--- src/rtl/sram_ctrl_pkg.sv ---
// Shared types and constants for the async-SRAM access controller.
package sram_ctrl_pkg;

  typedef enum logic [2:0] {
    ST_IDLE,
    ST_WR_SETUP,
    ST_WR_PULSE,
    ST_WR_HOLD,
    ST_RD_ACCESS,
    ST_RD_DONE,
    ST_TURN
  } state_e;

  // Bit positions inside req_be = {ub, lb}
  localparam int unsigned LANE_LB = 0;
  localparam int unsigned LANE_UB = 1;

  // Legal range of the strobe timing parameters (3-bit down-counter)
  localparam int unsigned WR_PULSE_MIN = 1;
  localparam int unsigned WR_PULSE_MAX = 7;
  localparam int unsigned RD_WAIT_MIN  = 1;
  localparam int unsigned RD_WAIT_MAX  = 7;

  // Forces an out-of-range timing parameter into the supported range
  function automatic int unsigned clamp_cycles(input int unsigned v,
                                               input int unsigned lo,
                                               input int unsigned hi);
    if (v < lo) return lo;
    if (v > hi) return hi;
    return v;
  endfunction

endpackage

--- src/rtl/sram_ctrl.sv ---
// Async-SRAM access controller: one word read/write at a time over
// valid/ready, fixed-cycle CE/WE/OE/LB/UB sequencing, registered outputs.
// Optional macro SRAM_CTRL_TURNAROUND_EN inserts one bus-turnaround cycle
// before a write that directly follows a read.
module sram_ctrl
  import sram_ctrl_pkg::*;
#(
  parameter int unsigned ADDR_W          = 19,
  parameter int unsigned DATA_W          = 16,
  parameter int unsigned WR_PULSE_CYCLES = 1,
  parameter int unsigned RD_WAIT_CYCLES  = 1
) (
  input  logic              clk,
  input  logic              resetn,
  input  logic              req_valid,
  output logic              req_ready,
  input  logic              req_we,
  input  logic [ADDR_W-1:0] req_addr,
  input  logic [DATA_W-1:0] req_wdata,
  input  logic [1:0]        req_be,
  output logic              rsp_valid,
  output logic [DATA_W-1:0] rsp_rdata,
  output logic              busy,
  output logic [ADDR_W-1:0] sram_addr,
  output logic [DATA_W-1:0] sram_dout,
  input  logic [DATA_W-1:0] sram_din,
  output logic              sram_dq_oe,
  output logic              sram_ce_n,
  output logic              sram_we_n,
  output logic              sram_oe_n,
  output logic              sram_lb_n,
  output logic              sram_ub_n
);

  localparam int unsigned WR_P = clamp_cycles(WR_PULSE_CYCLES, WR_PULSE_MIN, WR_PULSE_MAX);
  localparam int unsigned RD_W = clamp_cycles(RD_WAIT_CYCLES, RD_WAIT_MIN, RD_WAIT_MAX);
  localparam logic [2:0]  WR_LOAD = 3'(WR_P - 1);
  localparam logic [2:0]  RD_LOAD = 3'(RD_W - 1);

  state_e              state_q;
  logic [2:0]          cnt_q;
  logic [1:0]          be_q;
  logic                req_ready_q, rsp_valid_q, busy_q;
  logic [DATA_W-1:0]   rsp_rdata_q, dout_q;
  logic [ADDR_W-1:0]   addr_q;
  logic                dq_oe_q, ce_n_q, we_n_q, oe_n_q, lb_n_q, ub_n_q;
`ifdef SRAM_CTRL_TURNAROUND_EN
  logic                last_rd_q;
`endif

  // Access sequencer: state, timing counter and every registered pin
  always_ff @(posedge clk) begin
    if (!resetn) begin
      state_q     <= ST_IDLE;
      cnt_q       <= '0;
      be_q        <= '0;
      req_ready_q <= 1'b0;
      rsp_valid_q <= 1'b0;
      rsp_rdata_q <= '0;
      busy_q      <= 1'b0;
      addr_q      <= '0;
      dout_q      <= '0;
      dq_oe_q     <= 1'b0;
      ce_n_q      <= 1'b1;
      we_n_q      <= 1'b1;
      oe_n_q      <= 1'b1;
      lb_n_q      <= 1'b1;
      ub_n_q      <= 1'b1;
`ifdef SRAM_CTRL_TURNAROUND_EN
      last_rd_q   <= 1'b0;
`endif
    end else begin
      case (state_q)
        ST_IDLE: begin
          req_ready_q <= 1'b1;
          if (req_valid && req_ready_q) begin
            req_ready_q <= 1'b0;
            busy_q      <= 1'b1;
            be_q        <= req_be;
            addr_q      <= req_addr;
            ce_n_q      <= 1'b0;
            lb_n_q      <= ~req_be[LANE_LB];
            ub_n_q      <= ~req_be[LANE_UB];
            if (req_we) begin
              cnt_q   <= WR_LOAD;
              dout_q  <= req_wdata;
              dq_oe_q <= 1'b1;
              state_q <= ST_WR_SETUP;
`ifdef SRAM_CTRL_TURNAROUND_EN
              // Later assignments override the setup values: park the bus
              // for one cycle so the SRAM releases DQ before we drive it.
              if (last_rd_q) begin
                state_q <= ST_TURN;
                ce_n_q  <= 1'b1;
                dq_oe_q <= 1'b0;
                lb_n_q  <= 1'b1;
                ub_n_q  <= 1'b1;
              end
              last_rd_q <= 1'b0;
`endif
            end else begin
              cnt_q   <= RD_LOAD;
              oe_n_q  <= 1'b0;
              state_q <= ST_RD_ACCESS;
`ifdef SRAM_CTRL_TURNAROUND_EN
              last_rd_q <= 1'b1;
`endif
            end
          end
        end
`ifdef SRAM_CTRL_TURNAROUND_EN
        ST_TURN: begin
          ce_n_q  <= 1'b0;
          dq_oe_q <= 1'b1;
          lb_n_q  <= ~be_q[LANE_LB];
          ub_n_q  <= ~be_q[LANE_UB];
          state_q <= ST_WR_SETUP;
        end
`endif
        ST_WR_SETUP: begin
          we_n_q  <= 1'b0;
          state_q <= ST_WR_PULSE;
        end
        ST_WR_PULSE: begin
          if (cnt_q == 3'd0) begin
            we_n_q  <= 1'b1;
            state_q <= ST_WR_HOLD;
          end else begin
            cnt_q <= cnt_q - 3'd1;
          end
        end
        ST_WR_HOLD: begin
          ce_n_q      <= 1'b1;
          dq_oe_q     <= 1'b0;
          lb_n_q      <= 1'b1;
          ub_n_q      <= 1'b1;
          busy_q      <= 1'b0;
          req_ready_q <= 1'b1;
          state_q     <= ST_IDLE;
        end
        ST_RD_ACCESS: begin
          if (cnt_q == 3'd0) begin
            rsp_rdata_q <= sram_din & {{(DATA_W/2){be_q[LANE_UB]}},
                                       {(DATA_W/2){be_q[LANE_LB]}}};
            rsp_valid_q <= 1'b1;
            oe_n_q      <= 1'b1;
            state_q     <= ST_RD_DONE;
          end else begin
            cnt_q <= cnt_q - 3'd1;
          end
        end
        ST_RD_DONE: begin
          rsp_valid_q <= 1'b0;
          ce_n_q      <= 1'b1;
          lb_n_q      <= 1'b1;
          ub_n_q      <= 1'b1;
          busy_q      <= 1'b0;
          req_ready_q <= 1'b1;
          state_q     <= ST_IDLE;
        end
        default: begin
          state_q <= ST_IDLE;
        end
      endcase
    end
  end

  assign req_ready  = req_ready_q;
  assign rsp_valid  = rsp_valid_q;
  assign rsp_rdata  = rsp_rdata_q;
  assign busy       = busy_q;
  assign sram_addr  = addr_q;
  assign sram_dout  = dout_q;
  assign sram_dq_oe = dq_oe_q;
  assign sram_ce_n  = ce_n_q;
  assign sram_we_n  = we_n_q;
  assign sram_oe_n  = oe_n_q;
  assign sram_lb_n  = lb_n_q;
  assign sram_ub_n  = ub_n_q;

endmodule

--- config.mk ---
export PLATFORM = sky130hd
export DESIGN_NAME = sram_ctrl
export DESIGN_NICKNAME = d
export VERILOG_FILES = /design/src/rtl/sram_ctrl_pkg.sv /design/src/rtl/sram_ctrl.sv
export SDC_FILE = /design/constraint.sdc
export NUM_CORES = 1
export LEC_CHECK = 0
export BUFFER_PORTS_ARGS = -buffer_cell sky130_fd_sc_hd__buf_2
export CORE_UTILIZATION = 46
export DETAILED_ROUTE_END_ITERATION = 16
export GPL_ROUTABILITY_DRIVEN = 1
export PLACE_DENSITY = 0.87
export SLEW_MARGIN = 20
export SYNTH_ARGS = -nofsm -noshare
export SYNTH_HDL_FRONTEND = slang
export SYNTH_SLANG_ARGS = --single-unit
--- constraint.sdc ---
create_clock -name clk -period 2.08 [get_ports clk]
set_input_delay 0.624 -clock clk [delete_from_list [all_inputs] [get_ports clk]]
set_output_delay 0.624 -clock clk [all_outputs]
set_load 0.02 [all_outputs]
==> flow_metrics.py <==
metrics = {
    "clocking": {
        "clockBufferDepth": 2,
        "cts_setup_buffers": 0,
        "clk_pin_slew_ns": 0.07,
        "cts-hold-fix-buffers": 0,
        "root_buffer": "clkbuf_8",
        "cts_made_buffers": 9,
        "cts.sinks": 68,
        "clock_latency_ns": 0.33,
        "cts_tree": "done",
        "cts_resized": 0,
        "htreeDepth": 3,
    },
    "synthesis": {
        "async_flop_share_pct": 0,
        "netlist_area_sq_um": 2530,
        "synth_cells": 314,
        "ys.flop_type": "dfxtp_1",
        "synth_edf_count": 0,
        "yosysWarnings": 0,
        "synth.distinct_cells": 31,
        "synth-seq-area-share_pct": 53.8,
        "ys_ff_latch": 68,
        "syn_area_per_cell_sq_um": 8.06,
        "synth_nets": 373,
    },
    "grt": {
        "antenna_found_initial": 0,
        "track_usage_pct": 21.8,
        "overflow": 0,
        "grt_pass1_wl_mm": 10.2,
        "grt_pass1_vias": 2340,
        "grt_max_degree": 30,
    },
    "setup_path": {
        "arrival_ns": 1.81,
        "endpoint_kind": "register",
        "cp_max_fo": 18,
        "cp-start-kind": "register",
        "cp.required_ns": 2.28,
        "crit_type": "register to register",
    },
    "die": {
        "io_pins": 117,
        "dieArea_sq_um": 5800,
        "fp.dieW_microns": 76.2,
        "row_count": 26,
        "core_area_sq_um": 5200,
        "fp.dieH_microns": 76.2,
        "start_util_pct": 48.6,
    },
    "routing": {
        "drt_wl_total_mm": 6.07,
        "first_pass_iters": 4,
        "detail_route.iter0.violations": 59,
        "antenna_left": 0,
        "num_vias": 2490,
        "routedWlPerCell_microns": 12.1,
        "drc": 0,
        "viasPerCell": 4.95,
    },
    "cells_and_area": {
        "layout_common_cells": "116 x buf_2, 101 x nand2_1, 68 x dfxtp_1",
        "fillers": 476,
        "nets": 487,
        "final_cell_area_sq_um": 3340,
        "area_growth_pct": 32.1,
        "n_antenna_cell": 0,
        "final_common_cell": "buf_2",
        "stdcell_count": 503,
        "drive_gt1_share_pct": 33.5,
    },
    "placed_design": {
        "portBuffers": 116,
        "dp.cells": 487,
        "place_congestion": 0.855,
        "place_hpwl_mm": 4.39,
        "post-place-ws_ns": 0.269,
        "dpl_cell_area_sq_um": 3170,
    },
    "pwr": {
        "ir_worst_vdd_mv": 0.486,
        "p_per_area_nw_per_um2": 885,
        "leakage_nw": 1.50,
    },
    "timing": {
        "fin_crit_ns": 1.60,
        "hold_slack_ns": 0.450,
        "setup_ws_ns": 0.477,
        "slew-limit-headroom_pct": 65.7,
        "setup_tns_ns": 0,
        "tightest_slew_ns": 0.514,
        "fmax_ghz": 0.624,
        "hold_viol_final": 0,
        "drv_slew": 0,
        "fin_crit_sh_pct": 77.1,
        "clock-skew-final_ns": 0.00628,
        "setup_violations": 0,
        "rsz0062_at_grt": "no",
    },
    "worst_hold_path": {
        "holdCritPathClass": "register to register",
    },
    "outcome": {
        "status": "finished, final reports clean",
    },
    "flow_run": {
        "maxCapViolCount": 0,
    },
}
## cell families (layout without fill, tap and decap cells)
kind of cell	count (synthesis)	in the layout	synth area share (%)
simple gates	141	141	23.9
compound gates	72	72	15.5
fa+ha+maj	2	2	0.988
buf+inv	28	147	4.84
flops	68	68	53.8
xor+xnor	3	3	1.04
## metrics by stage
stage               power [mW]  util, %
CTS                       2.99     64.3
finish                    2.96     64.3
floorplan                 1.86        -
global placement          2.05     61.0
global route              3.11     64.3
detailed placement        2.06     61.0
## routing by layer
layer  up-vias  global-route usage [%]  wire length [microns]
met4         0                    11.3                     91
li1       1266                       -                      -
met1      1115                    25.5                   2610
met5         -                       0                      0
met3        10                    6.23                    482
met2        99                    36.5                   2880
## final timing paths
check                        startpoint                         end  slack (ns)  cells past startpoint
min reg2reg  rsp_rdata[15]$_SDFFE_PN0P_  rsp_rdata[15]$_SDFFE_PN0P_        0.45                      2
min          rsp_rdata[15]$_SDFFE_PN0P_  rsp_rdata[15]$_SDFFE_PN0P_        0.45                      2
max reg2reg     state_q[1]$_SDFFE_PN0P_       cnt_q[1]$_SDFFE_PN0P_        0.48                      4
max             state_q[1]$_SDFFE_PN0P_       cnt_q[1]$_SDFFE_PN0P_        0.48                      4
## state kept, by name (all words and copies together), names as in the netlist
register / flops
state_q: 3
be_q: 2
rsp_valid: 1
sram_ce_n: 1
rsp_rdata: 16
sram_ub_n: 1
sram_we_n: 1
cnt_q: 3
sram_oe_n: 1
sram_lb_n: 1
sram_dout: 16
sram_dq_oe: 1
busy: 1
req_ready: 1
sram_addr: 19
## critical path: stages, from the launching register on
cell     delay [ns]
dfxtp_1        0.45
or4_1          0.63
buf_4          0.23
nand2_1        0.09
o32ai_1        0.08
## synthesized netlist by cell type, types with 2 or more instances
library cell / number / area share, %
a2bb2oi_1: 2 / 0.69
clkbuf_1: 11 / 1.6
inv_1: 4 / 0.59
xnor2_1: 2 / 0.69
o22ai_1: 2 / 0.49
nor2_1: 5 / 0.74
nor3_1: 4 / 0.79
buf_2: 11 / 2.2
a21oi_1: 57 / 11
dfxtp_1: 68 / 54
ha_1: 2 / 0.99
nand3_1: 22 / 4.4
nand2_1: 101 / 15
o21ai_0: 5 / 0.99
nor2b_1: 2 / 0.49
## area by class of cell
| type | count | area, sq um | share of cell area, % |
|---|---|---|---|
| Clock buffer | 12 | 145 | 4.34 |
| Clock inverter | 4 | 25.0 | 0.748 |
| Multi-Input combinational cell | 218 | 1050 | 31.3 |
| Tap cell | 70 | 87.6 | 2.62 |
| Timing Repair Buffer | 127 | 663 | 19.8 |
| Inverter | 4 | 15.0 | 0.449 |
| Sequential cell | 68 | 1360 | 40.7 |
## where the power goes
part / total (mW) / internal, mW / leakage (nW) / switching (mW)
sequential: 1.47 / 1.39 / 0.552 / 0.0752
clock: 0.925 / 0.461 / 0.0824 / 0.464
combinational: 0.564 / 0.212 / 0.865 / 0.352
total: 2.96 / 2.07 / 1.50 / 0.891
No activity file was read; power rests on OpenSTA's default activity.
